## config.mk

```make
export PLATFORM = sky130hd
export DESIGN_NAME = serial_alu
export DESIGN_NICKNAME = d
export VERILOG_FILES = /design/src/rtl/alu_pkg.sv /design/src/rtl/alu_bit_slice.sv /design/src/rtl/serial_alu.sv
export SDC_FILE = /design/constraint.sdc
export NUM_CORES = 1
export LEC_CHECK = 0
export CORE_AREA = 5 5 77 96
export CTS_BUF_LIST = sky130_fd_sc_hd__clkbuf_8
export DETAILED_ROUTE_END_ITERATION = 10
export DIE_AREA = 0 0 82 101
export PLACE_DENSITY_LB_ADDON = 0.08
export RECOVER_POWER = 100
export SYNTH_ARGS = -nofsm -noshare
export SYNTH_HDL_FRONTEND = slang
export SYNTH_SLANG_ARGS = --single-unit
```

## constraint.sdc

```tcl
create_clock -name clk -period 3.9 [get_ports clk]
set_input_delay 0.78 -clock clk [delete_from_list [all_inputs] [get_ports clk]]
set_output_delay 0.78 -clock clk [all_outputs]
set_load 0.05 [all_outputs]
```

## src/rtl/alu_pkg.sv

```systemverilog
// +--------------------------------------------------------------------+
// | alu_pkg : opcode and FSM state encodings shared by ALU stages       |
// | Rev 1.0 : initial release                                           |
// +--------------------------------------------------------------------+
`default_nettype none

package alu_pkg;

    localparam logic [2:0] OP_AND  = 3'b000;
    localparam logic [2:0] OP_OR   = 3'b001;
    localparam logic [2:0] OP_NOT  = 3'b010;
    localparam logic [2:0] OP_NOR  = 3'b011;
    localparam logic [2:0] OP_NAND = 3'b100;
    localparam logic [2:0] OP_XOR  = 3'b101;
    localparam logic [2:0] OP_ADD  = 3'b110;
    localparam logic [2:0] OP_SUB  = 3'b111;

    typedef enum logic [1:0] {
        ST_IDLE = 2'd0,
        ST_RUN  = 2'd1,
        ST_DONE = 2'd2
    } state_t;

endpackage

`default_nettype wire

```

## src/rtl/alu_bit_slice.sv

```systemverilog
// +--------------------------------------------------------------------+
// | alu_bit_slice : one-bit combinational ALU slice built from gates    |
// | Rev 1.0 : initial release                                           |
// +--------------------------------------------------------------------+
`default_nettype none

module alu_bit_slice (
    input  logic       a,
    input  logic       b,
    input  logic       cin,
    input  logic [2:0] op,
    output logic       r,
    output logic       cout
);

    logic [2:0] w_nop;
    logic [7:0] w_sel;
    logic [7:0] w_fn;
    logic [7:0] w_term;
    logic       w_and, w_or, w_xor, w_na, w_nor, w_nand;
    logic       w_bb, w_p, w_sum, w_g, w_pc, w_co, w_arith;

    not u_n0 (w_nop[0], op[0]);
    not u_n1 (w_nop[1], op[1]);
    not u_n2 (w_nop[2], op[2]);

    // One-hot opcode decode: each select is a 3-input AND of true/inverted bits
    for (genvar i = 0; i < 8; i++) begin : g_dec
        localparam logic [2:0] C_CODE = 3'(i);
        logic w_d0, w_d1, w_d2;
        assign w_d0 = C_CODE[0] ? op[0] : w_nop[0];
        assign w_d1 = C_CODE[1] ? op[1] : w_nop[1];
        assign w_d2 = C_CODE[2] ? op[2] : w_nop[2];
        and u_sel (w_sel[i], w_d2, w_d1, w_d0);
    end

    and u_and  (w_and,  a, b);
    or  u_or   (w_or,   a, b);
    xor u_xor  (w_xor,  a, b);
    not u_nota (w_na,   a);
    not u_nor  (w_nor,  w_or);
    not u_nand (w_nand, w_and);

    // Subtraction reuses the adder with b inverted; the caller supplies cin=1
    xor u_bb   (w_bb,  b, w_sel[7]);
    xor u_p    (w_p,   a, w_bb);
    xor u_sum  (w_sum, w_p, cin);
    and u_g    (w_g,   a, w_bb);
    and u_pc   (w_pc,  w_p, cin);
    or  u_co   (w_co,  w_g, w_pc);
    or  u_ar   (w_arith, w_sel[6], w_sel[7]);
    and u_cout (cout,  w_co, w_arith);

    assign w_fn = {w_sum, w_sum, w_xor, w_nand, w_nor, w_na, w_or, w_and};

    for (genvar i = 0; i < 8; i++) begin : g_mux
        and u_term (w_term[i], w_sel[i], w_fn[i]);
    end

    assign r = |w_term;

endmodule

`default_nettype wire

```

## src/rtl/serial_alu.sv

```systemverilog
// +--------------------------------------------------------------------+
// | serial_alu : LSB-first bit-serial ALU, one operand bit per clock    |
// | Optional signed-overflow flag: define SERIAL_ALU_OVF_EN             |
// | Rev 1.0 : initial release                                           |
// +--------------------------------------------------------------------+
`default_nettype none

module serial_alu
    import alu_pkg::*;
#(
    parameter int WIDTH = 8
) (
    input  logic             clk,
    input  logic             rst,
    input  logic             start,
    input  logic [2:0]       op,
    input  logic [WIDTH-1:0] a,
    input  logic [WIDTH-1:0] b,
    output logic             busy,
    output logic             done,
    output logic [WIDTH-1:0] result,
    output logic             carry,
    output logic             zero
`ifdef SERIAL_ALU_OVF_EN
    ,
    output logic             ovf
`endif
);

    localparam int               CNT_W    = $clog2(WIDTH);
    localparam logic [CNT_W-1:0] CNT_LAST = CNT_W'(WIDTH - 1);

    state_t           r_state;
    logic [CNT_W-1:0] r_cnt;
    logic [2:0]       r_op;
    logic [WIDTH-1:0] r_a;
    logic [WIDTH-1:0] r_b;
    logic [WIDTH-2:0] r_res;
    logic             r_cy;

    logic             w_r;
    logic             w_cout;
    logic [WIDTH-1:0] w_res_next;

    alu_bit_slice u_slice (
        .a    (r_a[0]),
        .b    (r_b[0]),
        .cin  (r_cy),
        .op   (r_op),
        .r    (w_r),
        .cout (w_cout)
    );

    // Only the upper WIDTH-1 result bits need storage; the final bit joins at DONE entry
    assign w_res_next = {w_r, r_res};

    always_ff @(posedge clk) begin
        if (rst) begin
            r_state <= ST_IDLE;
            r_cnt   <= '0;
            r_op    <= OP_AND;
            r_a     <= '0;
            r_b     <= '0;
            r_res   <= '0;
            r_cy    <= 1'b0;
            busy    <= 1'b0;
            done    <= 1'b0;
            result  <= '0;
            carry   <= 1'b0;
            zero    <= 1'b0;
`ifdef SERIAL_ALU_OVF_EN
            ovf     <= 1'b0;
`endif
        end else begin
            case (r_state)
                ST_IDLE: begin
                    done <= 1'b0;
                    if (start) begin
                        r_op    <= op;
                        r_a     <= a;
                        r_b     <= b;
                        r_res   <= '0;
                        r_cnt   <= '0;
                        r_cy    <= (op == OP_SUB);
                        busy    <= 1'b1;
                        r_state <= ST_RUN;
                    end
                end
                ST_RUN: begin
                    r_a   <= r_a >> 1;
                    r_b   <= r_b >> 1;
                    r_res <= w_res_next[WIDTH-1:1];
                    r_cy  <= w_cout;
                    r_cnt <= r_cnt + 1'b1;
                    if (r_cnt == CNT_LAST) begin
                        result  <= w_res_next;
                        carry   <= w_cout;
                        zero    <= (w_res_next == '0);
`ifdef SERIAL_ALU_OVF_EN
                        // r_cy still holds the carry into the MSB on this last cycle
                        ovf     <= r_op[2] & r_op[1] & (r_cy ^ w_cout);
`endif
                        done    <= 1'b1;
                        r_state <= ST_DONE;
                    end
                end
                ST_DONE: begin
                    done    <= 1'b0;
                    busy    <= 1'b0;
                    r_state <= ST_IDLE;
                end
                default: begin
                    done    <= 1'b0;
                    busy    <= 1'b0;
                    r_state <= ST_IDLE;
                end
            endcase
        end
    end

endmodule

`default_nettype wire

```

After elaboration in Yosys (flattened, before gate mapping)
Cells that the tools add are included.
{"block": "word_totals", "out_inout_bits": 12, "regBits": 44, "elab_cells": 77}
{"block": "op_classes", "bitwise_logic": 26, "eq_ne": 5, "n_mux": 15, "reduce_logical": 18, "addsub": 1}
{"op": "$pmux W8 S2", "n": 2}
{"op": "$reduce_and A3 Y1", "n": 8}
{"op": "$mux W8", "n": 2}
{"op": "$pmux W7 S2", "n": 1}
{"op": "$and A1 B1 Y1", "n": 12}
{"op": "$reduce_and A2 Y1", "n": 5}
{"op": "$logic_not A8 Y1", "n": 1}
{"op": "$reduce_or A8 Y1", "n": 1}
{"op": "$mux W7", "n": 1}
{"op": "$not A1 Y1", "n": 7}
{"op": "$eq A3 B3 Y1 const B", "n": 2}
{"op": "$pmux W3 S2", "n": 1}
{"op": "$mux W2", "n": 2}
{"op": "$ne A2 B2 Y1 const B", "n": 2}
{"op": "$pmux W1 S2", "n": 2}
{"op": "$pmux W2 S2", "n": 1}
{"op": "$xor A1 B1 Y1", "n": 4}
{"op": "$add A3 B1 Y3 const B", "n": 1}
{"op": "$mux W3", "n": 1}
{"op": "$or A1 B1 Y1", "n": 3}
{"op": "$eq A2 B1 Y1 const B", "n": 1}
{"op": "$logic_not A2 Y1", "n": 1}
{"op": "$mux W1", "n": 2}
{"op": "$reduce_bool A2 Y1", "n": 1}
{"op": "$reduce_or A2 Y1", "n": 1}

Logic depth before layout (Yosys ltp)
Gate-level depths: netlist of the first run.
{"block": "logic_depth", "depth_word": 7, "ltp_mapped": 7}

Modules after synthesis
A second synthesis of the first run with hierarchy kept.
{"block": "hier_totals", "hier_cells": 190, "area_unflattened_um2": 2009.4}
{"module": "serial_alu", "area_per_inst_um2": 1870.5, "cells_per_inst": 173, "instances": 1, "seq_area_each_um2": 880.8}
{"module": "alu_bit_slice", "area_per_inst_um2": 138.9, "cells_per_inst": 17, "instances": 1, "seq_area_each_um2": 0.0}

Least setup slack after synthesis of the first run
No wires, ideal clock.
{"block": "synth_path", "kind": "register to register", "start": "register r_op[1]", "end": "register zero", "path_buffers": 1, "path_stages_with_launch": 8, "t_required_ns": 3.783, "path_slack_ns": 2.214, "setup_ns": 0.117, "t_arrival_ns": 1.568, "path_cell_list": "dfxtp_1 -> buf_6 -> nand3_1 -> xnor2_1 -> fa_1 -> o21ai_0 -> o22a_1 -> a32o_1"}
{"block": "synth_between", "elab_chain_len": 7}
{"item": "start: declaration", "line": "serial_alu.sv:35", "text": "logic [2:0] r_op;"}
{"item": "start signal: assignment", "line": "serial_alu.sv:79", "text": "r_op <= op;"}
{"item": "$reduce_and A3 Y1", "line": "alu_bit_slice.sv:34", "text": "and u_sel (w_sel[i], w_d2, w_d1, w_d0);"}
{"item": "$xor A1 B1 Y1", "line": "alu_bit_slice.sv:45", "text": "xor u_bb (w_bb, b, w_sel[7]);"}
{"item": "$xor A1 B1 Y1", "line": "alu_bit_slice.sv:46", "text": "xor u_p (w_p, a, w_bb);"}
{"item": "$xor A1 B1 Y1", "line": "alu_bit_slice.sv:47", "text": "xor u_sum (w_sum, w_p, cin);"}
{"item": "$and A1 B1 Y1", "line": "alu_bit_slice.sv:57", "text": "and u_term (w_term[i], w_sel[i], w_fn[i]);"}
{"item": "$reduce_or A8 Y1 (*)", "line": "alu_bit_slice.sv:60", "text": "assign r = |w_term;"}
{"item": "$logic_not A8 Y1 (*)", "line": "serial_alu.sv:98", "text": "zero <= (w_res_next == '0);"}
{"item": "end signal: assignment", "line": "serial_alu.sv:98"}
{"item": "end: declaration", "line": "serial_alu.sv:23", "text": "output logic zero"}
Every way passes the cells marked *; elsewhere a longest branch is shown, timed or not.
A chain may end at the register's enable or synchronous reset.

Final worst setup path of the first run
{"block": "layout_path", "start": "input rst", "end": "register done"}
{"block": "layout_between", "elab_chain_len": 1}
{"item": "start: declaration", "line": "serial_alu.sv:14", "text": "input logic rst,"}
{"item": "$reduce_or A2 Y1 (no line)"}
{"item": "end signal: assignment", "line": "serial_alu.sv:67", "text": "done <= 1'b0;"}
{"item": "end signal: assignment", "line": "serial_alu.sv:77", "text": "done <= 1'b0;"}
{"item": "end signal: assignment", "line": "serial_alu.sv:103", "text": "done <= 1'b1;"}
{"item": "end: declaration", "line": "serial_alu.sv:20", "text": "output logic done,"}
Every way passes these cells.

==> out/qor.yml, run 1 <==
start_util: 0.2869
n_antenna_cell: 0
cp_num_buf_inv: 2
core-area_sq_mm: 0.006441
setup_tns_ns: 0
maxSlewHeadroom: 0.2892
avgRoutedWirePerCell_microns: 12.86
synthTopCellsByCount: "nand2_1 (46), dfxtp_1 (44), nor2_1 (32)"
syn_area_sq_mm: 0.001848
fmax_mhz: 378.0
endpoint_kind: "register"
slowest_stage: "dlygate4sd3_1"
hold_start: "result[4]"
synth_warnings: 0
synth_top_area_frac: 0.4766
die_h_microns: 101
fin_crit_sh: 0.6783
die_area_sq_mm: 0.008282
synth-edff-count: 0
place_area_sq_mm: 0.002217
drv_cap: 0
via_per_inst: 4.652
crit_chain: "dlygate4sd3_1, clkbuf_1, nor3_1"
status: "completed"
ys_types: 35
clk_pin_slew_ns: 0.09
r2r-start: "r_state[0]"
min_period_ns: 2.645
finClkSkew_ns: 0.004805
synth.most_common_cell: "nand2_1"
setup_viol: 0
multiInputGateArea_sq_um: 845.8
firstDrtPassIters: 4
vias: 1535
gp_congestion: 0.7143
route.detailed.drc: 0
grtUsageMet2: 0.1792
io_pins: 34
fill_cells: 693
reg2reg_to: "zero"
worst_pin_slew_ns: 1.066
ys.flop_type: "dfxtp_1"
fp.dieW_microns: 82
max-vdd-ir-drop_mv: 0.1451
ff2ff_setup_slack_ns: 1.82
crit_required_ns: 4.04
rows: 33
clkSinkCount: 44
cts_root_buffer: "clkbuf_8"
yosys.area.top_type: "dfxtp_1"
ys_seq_area_frac: 0.4766
start_kind: "input pin"
cts_resized: 0
wl_microns: 4245
avgSynthCellArea_sq_um: 8.595
use_met1: 0.1428
grt_pass1_vias: 1490
syn_nets: 242
initialDrtViolationCount: 37
synthArstFlopShare: 0
syn2layout_area_growth_pct: 25.46
crit_type: "in2reg"
cts_hold_buf: 0
synth_area_leaders: "dfxtp_1 (48%), nand2_1 (9.3%), a311oi_1 (6.6%)"
hold_viol_final: 0
final-max-slew-violation-count: 0
ant_nets: 0
cts_tree: "yes"
antenna_found_initial: 0
whs_path_depth: 2
leakage_nw: 0.8971
cts_buffers: 5
crit_path_max_incr_delay_ns: 1.01
reg2reg_depth: 4
grt_start_max_net_pins: 31
htree_num_levels: 2
grt_pass1_wl_microns: 7148
drive_above_1_share: 0.04527
ff_latch_area_sq_um: 880.8
insertion_delay_ns: 0.30
ys_ff_latch: 44
cp.arrival_ns: 2.79
hold_end: "result[4]"
dpl.hpwl_microns: 2888
min_path_type: "reg2reg"
p_per_area_mw_per_mm2: 414.2
power_uw: 960.3
syn_inst: 215
portBuffers: 33
use_met3: 0.02504
finalNetCount: 269
fin_area_sq_mm: 0.002318
gr-total-overflow: 0
crit_family: "buffers and inverters"
busiest_layer: "met2"
rsz0062_at_grt: "false"
grt_use_total: 0.1106
path_max_fanout: 24
cts_setup_buffers: 0
clockBufferDepth: 2
worst max-delay path by stage:
stage	start	to	slack [ns]	cells past startpoint
2_1_floorplan	r_op[1]	zero	2.21	7
3_3_place_gp	rst	done	1.47	3
3_5_place_dp	rst	done	1.43	3
4_1_cts	zero	zero	1.65	1
5_1_grt	rst	r_a[7]	1.01	3
6_report	rst	done	1.25	3
per-layer routing:
layer	wire length, microns	up-vias	part of all wire
met3	186	4	0.044
met5	0	-	0
met4	44	0	0.010
met1	2067	690	0.49
met2	1945	42	0.46
li1	-	799	-
area by class of cell:
cell class / count / area share
Timing Repair Buffer: 36 / 0.1506
Multi-Input combinational cell: 150 / 0.3648
Sequential cell: 44 / 0.3799
Inverter: 5 / 0.008095
Tap cell: 87 / 0.04695
Clock buffer: 5 / 0.02968
Clock inverter: 3 / 0.01997
placed cells by master (no fill, tap or decap), types with 2 or more instances in the layout:
master,instances
inv_1,5
dfxtp_1,44
clkdlybuf4s50_1,19
nor4_1,2
a311oi_1,14
mux2i_1,3
nand4_1,3
nor2_1,32
ha_1,4
clkbuf_8,5
a22oi_1,10
buf_4,2
and3_1,2
dlygate4sd3_1,14
nand2_1,46
nand2b_1,3
a21oi_1,9
nor2b_1,2
a211oi_1,5
metrics by stage:
stage | utilization | hold slack [ns] | instances | worst slack, ns
floorplan | - | 0.4435 | 215 | 2.214
global placement | 0.3442 | 0.4449 | 322 | 1.465
detailed placement | 0.3442 | 0.4458 | 322 | 1.432
CTS | 0.3621 | 0.4599 | 330 | 1.648
global route | 0.3599 | 0.4694 | 330 | 1.008
finish | 0.3599 | 0.4538 | 330 | 1.255
logic make-up after synthesis:
group / Yosys count / synth area share
multiplexers: 3 / 0.01625
AO/OA/AOI/OAI: 45 / 0.1835
flip-flops: 44 / 0.4766
adder cells (fa/ha/maj): 5 / 0.03792
buffers and inverters: 21 / 0.06161
XOR/XNOR: 2 / 0.009480
AND/OR/NAND/NOR: 95 / 0.2146
state kept, by name (all words and copies together), names as in the netlist, 2 cells and up:
name	count
r_a	8
r_b	8
result	8
r_res	7
r_cnt	3
r_op	3
r_state	2
worst reg2reg max path: stages, from the launching register on:
cell and delay (ns):
dfxtp_1 0.40, nor2b_1 0.72, and2_0 0.56, and3_1 0.25
a32o_1 0.11
where the power goes:
part / leakage (nW) / internal (mW) / switching [mW]
registers: 0.360 / 0.470 / 0.0167
clock network: 0.0548 / 0.193 / 0.170
logic: 0.483 / 0.0501 / 0.0603
total: 0.897 / 0.713 / 0.247
(Power assumes the default switching activity.)
==> run 2: changes to the inputs <==
- clock period: 3.9 -> 2.5 ns (I/O delays scaled with it)
==> out/qor.yml, run 2 (synthesis gave the netlist of run 1 again) <==
reg2reg_depth: 5
vias: 1561
die_h_microns: 101
fin_crit_sh: 0.8531
reg2reg_to: "zero"
start_util: 0.2869
portBuffers: 33
p_per_area_mw_per_mm2: 652.8
ff2ff_setup_slack_ns: 0.50
insertion_delay_ns: 0.30
postLayoutSetupSlackWorst_ns: 0.3673
clk_pin_slew_ns: 0.09
min_period_ns: 2.133
n_antenna_cell: 0
min_path_type: "reg2reg"
antenna_found_initial: 0
firstDrtPassIters: 4
rsz0062_at_grt: "false"
grt_pass1_vias: 1408
cp.arrival_ns: 2.28
dp_slack_ns: 0.6314
fmax_mhz: 468.9
cts_setup_buffers: 0
whs_path_depth: 2
r2r-start: "r_state[0]"
cts_hold_buf: 0
htree_num_levels: 2
setup_tns_ns: 0
grt_start_max_net_pins: 31
leakage_nw: 0.9246
status: "completed"
start_kind: "input pin"
io_pins: 34
syn2layout_area_growth_pct: 27.15
crit_type: "in2reg"
initialDrtViolationCount: 71
hold_viol_final: 0
ant_nets: 0
setup_viol: 0
cts_buffers: 5
hold_end: "result[2]"
die_area_sq_mm: 0.008282
most-common-layout-cells: "nand2_1 (46), dfxtp_1 (44), nor2_1 (32)"
wl_microns: 4238
top_regs: "r_a (8), r_b (8), result (8)"
max-vdd-ir-drop_mv: 0.2978
rows: 33
layout_commonest_cell: "nand2_1"
core-area_sq_mm: 0.006441
finClkSkew_ns: 0.01307
finalNetCount: 271
worst_pin_slew_ns: 0.9564
clockBufferDepth: 2
crit_required_ns: 2.65
route.detailed.drc: 0
grt_pass1_wl_microns: 6969
dpl.hpwl_microns: 2974
cts_root_buffer: "clkbuf_8"
clkSinkCount: 44
drv_cap: 0
cts_resized: 0
maxSlewHeadroom: 0.3624
endpoint_kind: "register"
grt_use_total: 0.1087
avgRoutedWirePerCell_microns: 12.77
hold_start: "result[2]"
dp.cells: 324
cts_tree: "yes"
fp.dieW_microns: 82
fill_cells: 719
final-max-slew-violation-count: 0
path_max_fanout: 25
via_per_inst: 4.702
gp_congestion: 0.7248
drive_above_1_share: 0.04898
gr-total-overflow: 0
layoutNonFillerInstCount: 332
## run 2: cell types whose count changed in the layout (fill, tap and decap cells not counted), sizes merged
cell,change
clkbuf,+2
buf,+1
inv,-1
clkinvlp,-1
dlymetal6s4s,+1
## run 2: how the worst max path moves through the flow
stage                endpoint  cells after the start      start
floorplan                zero                      7    r_op[1]
global placement       r_b[3]                      6      start
detailed placement     r_a[2]                      6      start
CTS                 result[7]                      1  result[7]
global route         r_res[6]                      3        rst
finish               r_res[6]                      3        rst
## run 2: metrics by stage
step / util / instance area (sq um) / hold slack (ns) / total power, mW
2_1_floorplan: - / 1848 / 0.4435 / 0.8926
3_3_place_gp: 0.3485 / 2245 / 0.4428 / 0.9596
3_5_place_dp: 0.3485 / 2245 / 0.4470 / 0.9596
4_1_cts: 0.3681 / 2371 / 0.4598 / 1.566
5_1_grt: 0.3648 / 2350 / 0.4707 / 1.602
6_report: 0.3648 / 2350 / 0.4537 / 1.534
## run 2: layout make-up
type / instances / area (sq um) / share of cell area
flip-flops and latches: 44 / 880.8 / 0.3749
repair buffers: 38 / 369.1 / 0.1571
clock buffers: 7 / 96.34 / 0.04100
multi-input cells: 150 / 845.8 / 0.3600
well taps: 87 / 108.9 / 0.04633
inverters: 5 / 18.77 / 0.007987
clock inverters: 1 / 30.03 / 0.01278
## run 2: metal layers
| metal | vias to the layer above | track usage | wire length (microns) |
|---|---|---|---|
| met2 | 35 | 0.1630 | 1905 |
| met4 | 0 | 0.04220 | 62 |
| li1 | 809 | - | - |
| met1 | 711 | 0.1458 | 2005 |
| met3 | 6 | 0.03131 | 266 |
| met5 | - | 0 | 0 |
## run 2: worst max-delay path: stages
cell and delay, ns:
dlygate4sd3_1 0.71, dlymetal6s4s_1 0.86, o32ai_1 0.20
## run 2: power breakdown
part / switching, mW / total [mW] / internal, mW
combinational: 0.0932 / 0.173 / 0.0801
sequential: 0.0251 / 0.758 / 0.733
clock: 0.250 / 0.602 / 0.353
